### config.mk
export PLATFORM = sky130hd
export DESIGN_NAME = mem_stage_ctrl_flat
export DESIGN_NICKNAME = d
export VERILOG_FILES = /design/src/rtl/mem_stage_if.sv /design/src/rtl/mem_stage_ctrl.sv /design/src/flat_wrapper.sv
export SDC_FILE = /design/constraint.sdc
export NUM_CORES = 1
export LEC_CHECK = 0
export BUFFER_PORTS_ARGS = -buffer_cell sky130_fd_sc_hd__buf_2
export CAP_MARGIN = 10
export CORE_MARGIN = 8
export CORE_UTILIZATION = 43
export DETAILED_ROUTE_END_ITERATION = 10
export GPL_ROUTABILITY_DRIVEN = 0
export GPL_TIMING_DRIVEN = 0
export PLACE_DENSITY = 0.88
export SLEW_MARGIN = 10
export SYNTH_ARGS = -nofsm -noshare
export SYNTH_HDL_FRONTEND = slang
export SYNTH_SLANG_ARGS = --single-unit
### constraint.sdc
create_clock -name clk -period 4.7 [get_ports clk]
set_input_delay 0.705 -clock clk [delete_from_list [all_inputs] [get_ports clk]]
set_output_delay 0.705 -clock clk [all_outputs]
set_load 0.005 [all_outputs]
### src/rtl/mem_stage_if.sv
// mem_stage_if: E/M-stage-to-data-memory bundle for mem_stage_ctrl
//  master: the controller (drives the memory request, stall/kill and status)
//  slave : the pipeline plus memory environment (drives the M-stage fields and the memory response)
interface mem_stage_if #(parameter int DATA_WIDTH = 32, parameter int CNT_W = 32);
  logic                  M_valid;
  logic                  M_mem_read;
  logic                  M_mem_write;
  logic [1:0]            M_type_control;
  logic [DATA_WIDTH-1:0] M_alu_result;
  logic [DATA_WIDTH-1:0] M_write_data;
  logic                  mem_ack;
  logic [DATA_WIDTH-1:0] mem_rdata;
  logic                  mem_req;
  logic                  mem_we;
  logic [1:0]            mem_size;
  logic [DATA_WIDTH-1:0] mem_addr;
  logic [DATA_WIDTH-1:0] mem_wdata;
  logic [DATA_WIDTH-1:0] M_read_data;
  logic                  stall_pipe;
  logic                  kill_wb;
  logic                  timeout_err;
  logic                  misalign_err;
  logic [CNT_W-1:0]      stall_cycles;
  modport master (
    input  M_valid, M_mem_read, M_mem_write, M_type_control, M_alu_result, M_write_data, mem_ack, mem_rdata,
    output mem_req, mem_we, mem_size, mem_addr, mem_wdata, M_read_data, stall_pipe, kill_wb,
           timeout_err, misalign_err, stall_cycles
  );
  modport slave (
    output M_valid, M_mem_read, M_mem_write, M_type_control, M_alu_result, M_write_data, mem_ack, mem_rdata,
    input  mem_req, mem_we, mem_size, mem_addr, mem_wdata, M_read_data, stall_pipe, kill_wb,
           timeout_err, misalign_err, stall_cycles
  );
endinterface

### src/rtl/mem_stage_ctrl.sv
// mem_stage_ctrl: sequences M-stage loads/stores against a variable-latency data memory
//  clk, rst : clock, synchronous active-high reset
//  io_bus   : mem_stage_if.master -- M-stage fields and memory response in; mem_req/we/size/addr/wdata,
//             M_read_data, stall_pipe, kill_wb, sticky timeout_err/misalign_err, saturating stall_cycles out
module mem_stage_ctrl #(
  parameter int DATA_WIDTH     = 32,
  parameter int TIMEOUT_CYCLES = 64,
  parameter int CNT_W          = 32
) (
  input logic         clk,
  input logic         rst,
  mem_stage_if.master io_bus
);
  localparam int CW = $clog2(TIMEOUT_CYCLES);
  localparam logic [0:0] S_IDLE = 1'b0;
  localparam logic [0:0] S_WAIT = 1'b1;
  logic [0:0]       r_state;
  logic [CW-1:0]    r_cnt;
  logic             r_terr;
  logic             r_merr;
  logic [CNT_W-1:0] r_stall;
  logic             w_access;
  logic             w_misal;
  logic             w_wait;
  logic             w_go;
  logic             w_tmo;
  logic             w_done;
  logic             w_stall;
  always_comb begin
    w_access = io_bus.M_valid & (io_bus.M_mem_read | io_bus.M_mem_write);
    w_misal  = io_bus.M_type_control == 2'b01 ? io_bus.M_alu_result[0] :
               io_bus.M_type_control == 2'b10 ? 1'b0 : |io_bus.M_alu_result[1:0];
    w_wait   = r_state == S_WAIT;
    w_go     = w_access & ~w_misal;
    // ack wins over a timeout landing in the same cycle
    w_tmo    = w_wait & ~io_bus.mem_ack & (r_cnt == CW'(TIMEOUT_CYCLES - 1));
    w_done   = io_bus.mem_ack | w_tmo;
    w_stall  = w_wait ? ~w_done : w_go & ~io_bus.mem_ack;
  end
  assign io_bus.mem_req      = w_wait | w_go;
  assign io_bus.mem_we       = io_bus.M_mem_write;
  assign io_bus.mem_size     = io_bus.M_type_control;
  assign io_bus.mem_addr     = io_bus.M_alu_result;
  assign io_bus.mem_wdata    = io_bus.M_write_data;
  assign io_bus.M_read_data  = io_bus.mem_rdata;
  assign io_bus.stall_pipe   = w_stall;
  assign io_bus.kill_wb      = w_wait ? w_tmo : w_access & w_misal;
  assign io_bus.timeout_err  = r_terr;
  assign io_bus.misalign_err = r_merr;
  assign io_bus.stall_cycles = r_stall;
  always_ff @(posedge clk) begin
    if (rst) begin
      r_state <= S_IDLE;
      r_cnt   <= '0;
      r_terr  <= 1'b0;
      r_merr  <= 1'b0;
      r_stall <= '0;
    end else begin
      if (w_wait) begin
        r_state <= w_done ? S_IDLE : S_WAIT;
        r_cnt   <= w_done ? '0 : r_cnt + 1'b1;
      end else if (w_stall) begin
        r_state <= S_WAIT;
        r_cnt   <= CW'(1);
      end
      if (w_tmo) r_terr <= 1'b1;
      if (~w_wait & w_access & w_misal) r_merr <= 1'b1;
      if (w_stall & ~&r_stall) r_stall <= r_stall + 1'b1;
    end
  end
endmodule

### src/flat_wrapper.sv
// flat-port wrapper written by rule: the top's interface ports become plain ports
module mem_stage_ctrl_flat 
#(
  parameter int DATA_WIDTH     = 32,
  parameter int TIMEOUT_CYCLES = 64,
  parameter int CNT_W          = 32
)
  (clk, rst, io_bus_M_valid, io_bus_M_mem_read, io_bus_M_mem_write, io_bus_M_type_control, io_bus_M_alu_result, io_bus_M_write_data, io_bus_mem_ack, io_bus_mem_rdata, io_bus_mem_req, io_bus_mem_we, io_bus_mem_size, io_bus_mem_addr, io_bus_mem_wdata, io_bus_M_read_data, io_bus_stall_pipe, io_bus_kill_wb, io_bus_timeout_err, io_bus_misalign_err, io_bus_stall_cycles);
  mem_stage_if #(.DATA_WIDTH(DATA_WIDTH), .CNT_W(CNT_W)) io_bus_i ();
  input logic clk;
  input logic rst;
  input wire logic [$bits(io_bus_i.M_valid)-1:0] io_bus_M_valid;
  input wire logic [$bits(io_bus_i.M_mem_read)-1:0] io_bus_M_mem_read;
  input wire logic [$bits(io_bus_i.M_mem_write)-1:0] io_bus_M_mem_write;
  input wire logic [$bits(io_bus_i.M_type_control)-1:0] io_bus_M_type_control;
  input wire logic [$bits(io_bus_i.M_alu_result)-1:0] io_bus_M_alu_result;
  input wire logic [$bits(io_bus_i.M_write_data)-1:0] io_bus_M_write_data;
  input wire logic [$bits(io_bus_i.mem_ack)-1:0] io_bus_mem_ack;
  input wire logic [$bits(io_bus_i.mem_rdata)-1:0] io_bus_mem_rdata;
  output wire logic [$bits(io_bus_i.mem_req)-1:0] io_bus_mem_req;
  output wire logic [$bits(io_bus_i.mem_we)-1:0] io_bus_mem_we;
  output wire logic [$bits(io_bus_i.mem_size)-1:0] io_bus_mem_size;
  output wire logic [$bits(io_bus_i.mem_addr)-1:0] io_bus_mem_addr;
  output wire logic [$bits(io_bus_i.mem_wdata)-1:0] io_bus_mem_wdata;
  output wire logic [$bits(io_bus_i.M_read_data)-1:0] io_bus_M_read_data;
  output wire logic [$bits(io_bus_i.stall_pipe)-1:0] io_bus_stall_pipe;
  output wire logic [$bits(io_bus_i.kill_wb)-1:0] io_bus_kill_wb;
  output wire logic [$bits(io_bus_i.timeout_err)-1:0] io_bus_timeout_err;
  output wire logic [$bits(io_bus_i.misalign_err)-1:0] io_bus_misalign_err;
  output wire logic [$bits(io_bus_i.stall_cycles)-1:0] io_bus_stall_cycles;
  assign io_bus_i.M_valid = io_bus_M_valid;
  assign io_bus_i.M_mem_read = io_bus_M_mem_read;
  assign io_bus_i.M_mem_write = io_bus_M_mem_write;
  assign io_bus_i.M_type_control = io_bus_M_type_control;
  assign io_bus_i.M_alu_result = io_bus_M_alu_result;
  assign io_bus_i.M_write_data = io_bus_M_write_data;
  assign io_bus_i.mem_ack = io_bus_mem_ack;
  assign io_bus_i.mem_rdata = io_bus_mem_rdata;
  assign io_bus_mem_req = io_bus_i.mem_req;
  assign io_bus_mem_we = io_bus_i.mem_we;
  assign io_bus_mem_size = io_bus_i.mem_size;
  assign io_bus_mem_addr = io_bus_i.mem_addr;
  assign io_bus_mem_wdata = io_bus_i.mem_wdata;
  assign io_bus_M_read_data = io_bus_i.M_read_data;
  assign io_bus_stall_pipe = io_bus_i.stall_pipe;
  assign io_bus_kill_wb = io_bus_i.kill_wb;
  assign io_bus_timeout_err = io_bus_i.timeout_err;
  assign io_bus_misalign_err = io_bus_i.misalign_err;
  assign io_bus_stall_cycles = io_bus_i.stall_cycles;
  mem_stage_ctrl #(.DATA_WIDTH(DATA_WIDTH), .TIMEOUT_CYCLES(TIMEOUT_CYCLES), .CNT_W(CNT_W)) u_core (.clk(clk), .rst(rst), .io_bus(io_bus_i));
endmodule
==> impl_metrics.ini <==
[detailed_routing]
antenna_left = 0
viasPerCell = 5.35
wire_per_inst_um = 16.7
drt-total-wl_um = 9930
num_vias = 3180
drc = 0
drt_iter0_markers = 246
dr.pass1.iters = 5

[synthesis]
yosys-top-cells-count = buf_4, dfxtp_1, a21oi_1
ys_seq_area_frac = 0.280
synth_top_area_share = 0.280
avgSynthCellArea_um2 = 8.11
synth-edff-count = 0
netlist_top_cells_area = dfxtp_1, buf_4, or4_1
synthesis.nets = 468
synth.distinct_cells = 41
synthMostInstantiatedCell = buf_4
syn_inst = 362
synth_top_cell_by_area = dfxtp_1
synth_area_um2 = 2940
yosysWarnings = 0
synth_seq_cells = 41
async_reset_ff_frac = 0
synthFlopType = dfxtp_1

[finish]
seq_area_um2 = 821
antenna_cells = 0
multiInputGateArea_um2 = 1280
design_area_um2 = 3870
fin_nets = 619
fin_util = 0.577
areaGrowthSynthToFinish_pct = 31.9
drive_gt1_frac = 0.519
finalNonFillerCells = 594
fill_cells = 606

[worst_setup_path]
reg2reg_from = u_core.r_cnt[0]$_SDFFE_PP0P_
cp_cell_sequence = buf_2 -> o21a_1 -> or2_2 -> o211ai_1 -> clkbuf_1 -> buf_2 -> inv_1 -> buf_2
rrSetupSlack_ns = 2.25
worstPathArrival_ns = 2.58
crit_start = io_bus_M_mem_write
r2r-end = u_core.io_bus.stall_cycles[5]$_SDFFE_PP0P_
cp-start-kind = primary input
ff2ff_path_depth = 7
worstPathRequired_ns = 3.99
crit_path_top_delay_cell = clkbuf_1
crit_fanout = 10
max_stage_delay_ns = 0.40
endpoint_kind = output pin
worst_path_most_repeated_cell = buf_2
critPathKind = primary input to output pin

[placement]
io_buffers = 144
dp_hpwl_um = 8130
place_inst = 586
placed_area_um2 = 3760

[timing]
slew_viol_final = 0
fin_crit_ns = 3.28
fin_skew_ns = 0.00902
grt_setup_unrepaired = no
finalHoldViolCount = 0
max_freq_mhz = 305
setup_viol = 0
holdWs_ns = 0.486
relSlewSlack = 0.552
min_period_over_period = 0.699
tns_ns = 0
tightest_slew_ns = 0.666

[hold_path]
holdPathEnd = u_core.io_bus.timeout_err$_SDFFE_PP0P_
hold_depth = 2
hold_class = flip-flop to flip-flop
worstHoldStart = u_core.io_bus.timeout_err$_SDFFE_PP0P_

[flow_run]
maxCapViolCount = 0

[grt]
grt_max_degree = 13
gr-total-overflow = 0
grt_pass1_vias = 3120
grt_pass1_wl_um = 15700
grt_use_total = 0.192
antenna_found_initial = 0

[cts]
cts_buffers = 5
path_clk_slew_ns = 0.08
cts_setup_buffers = 0
postCtsHoldBufs = 0
ctsLongestPathBuffers = 2
ctsRootBufferMaster = clkbuf_8
clock_latency_ns = 0.30
cts_resized = 0
cts_tree = done
htree_levels = 2
cts.sinks = 41

[status]
status = completed

[floorplan]
num_rows = 30
die_x_um = 98.6
core_um2 = 6720
dieArea_um2 = 9730
start_util = 0.437
die_h_um = 98.6
io_pins = 240

[pwr]
ir_worst_vdd_mv = 0.143
power.density_nw_per_um2 = 206
p_leak_nw = 1.83
per-layer routing:
layer  global-route usage  wire, um  vias up  share of wire
met2                0.363      5280      193           0.53
li1                     -         -     1528              -
met4               0.0567       173        0          0.017
met1                0.191      3480     1439           0.35
met5                    0         0        -              0
met3               0.0691       992       20           0.10
sequential cells by signal, indices dropped and copies added, names as in the netlist:
name	flops
u_core.io_bus.stall_cycles	32
u_core.r_cnt	6
u_core.io_bus.misalign_err	1
u_core.io_bus.timeout_err	1
u_core.r_state	1
through the flow:
step           setup WS (ns)  power (W)
4_1_cts                 1.43   0.000805
6_report                1.42   0.000798
3_3_place_gp            1.43   0.000508
3_5_place_dp            1.45   0.000511
2_1_floorplan           2.05   0.000450
5_1_grt                 1.26   0.000835
kinds of logic (layout without fill, tap and decap cells):
kind of cell	Yosys count	after routing	share of synthesized area
adders and majority gates	2	2	0.00852
buffers and inverters	120	272	0.283
and+or+nand+nor	115	115	0.241
AOI/OAI and AO/OA	81	81	0.177
muxes	3	3	0.0115
DFF	41	41	0.280
worst max-delay path by stage:
stage / endpoint
floorplan: io_bus_stall_pipe
global placement: io_bus_stall_pipe
detailed placement: io_bus_stall_pipe
CTS: io_bus_stall_pipe
global route: io_bus_stall_pipe
finish: io_bus_stall_pipe
area by class of cell:
cell class	instances	area share
repair buffers	144	0.186
clock inverters	1	0.00775
multi-input cells	201	0.332
flip-flops and latches	41	0.212
inverters	5	0.00484
well taps	80	0.0258
plain buffers	115	0.210
clock buffers	7	0.0223
cells in the final DEF (no fill, tap or decap), types with 6 or more instances in the layout:
cell type	instances
nand3_1	16
dfxtp_1	41
and3_1	6
and4_1	6
o31ai_1	24
or4_1	25
nor2_1	11
buf_4	99
clkbuf_8	6
a21oi_1	36
nand4_1	10
nand2_1	17
clkbuf_1	9
buf_2	151
worst max-delay path, delay by kind of cell:
family | cells | cell delay, ns
simple gates | 1 | 0.31
compound gates | 2 | 0.53
buf+inv | 5 | 1.01
where the power goes:
part / switching [W] / internal, W / leakage, nW
Clock: 0.000124 / 0.000173 / 0.0585
Combinational: 0.0000569 / 0.0000922 / 1.44
Sequential: 0.00000240 / 0.000349 / 0.331
Note: power is estimated with default switching activity, not from simulation.
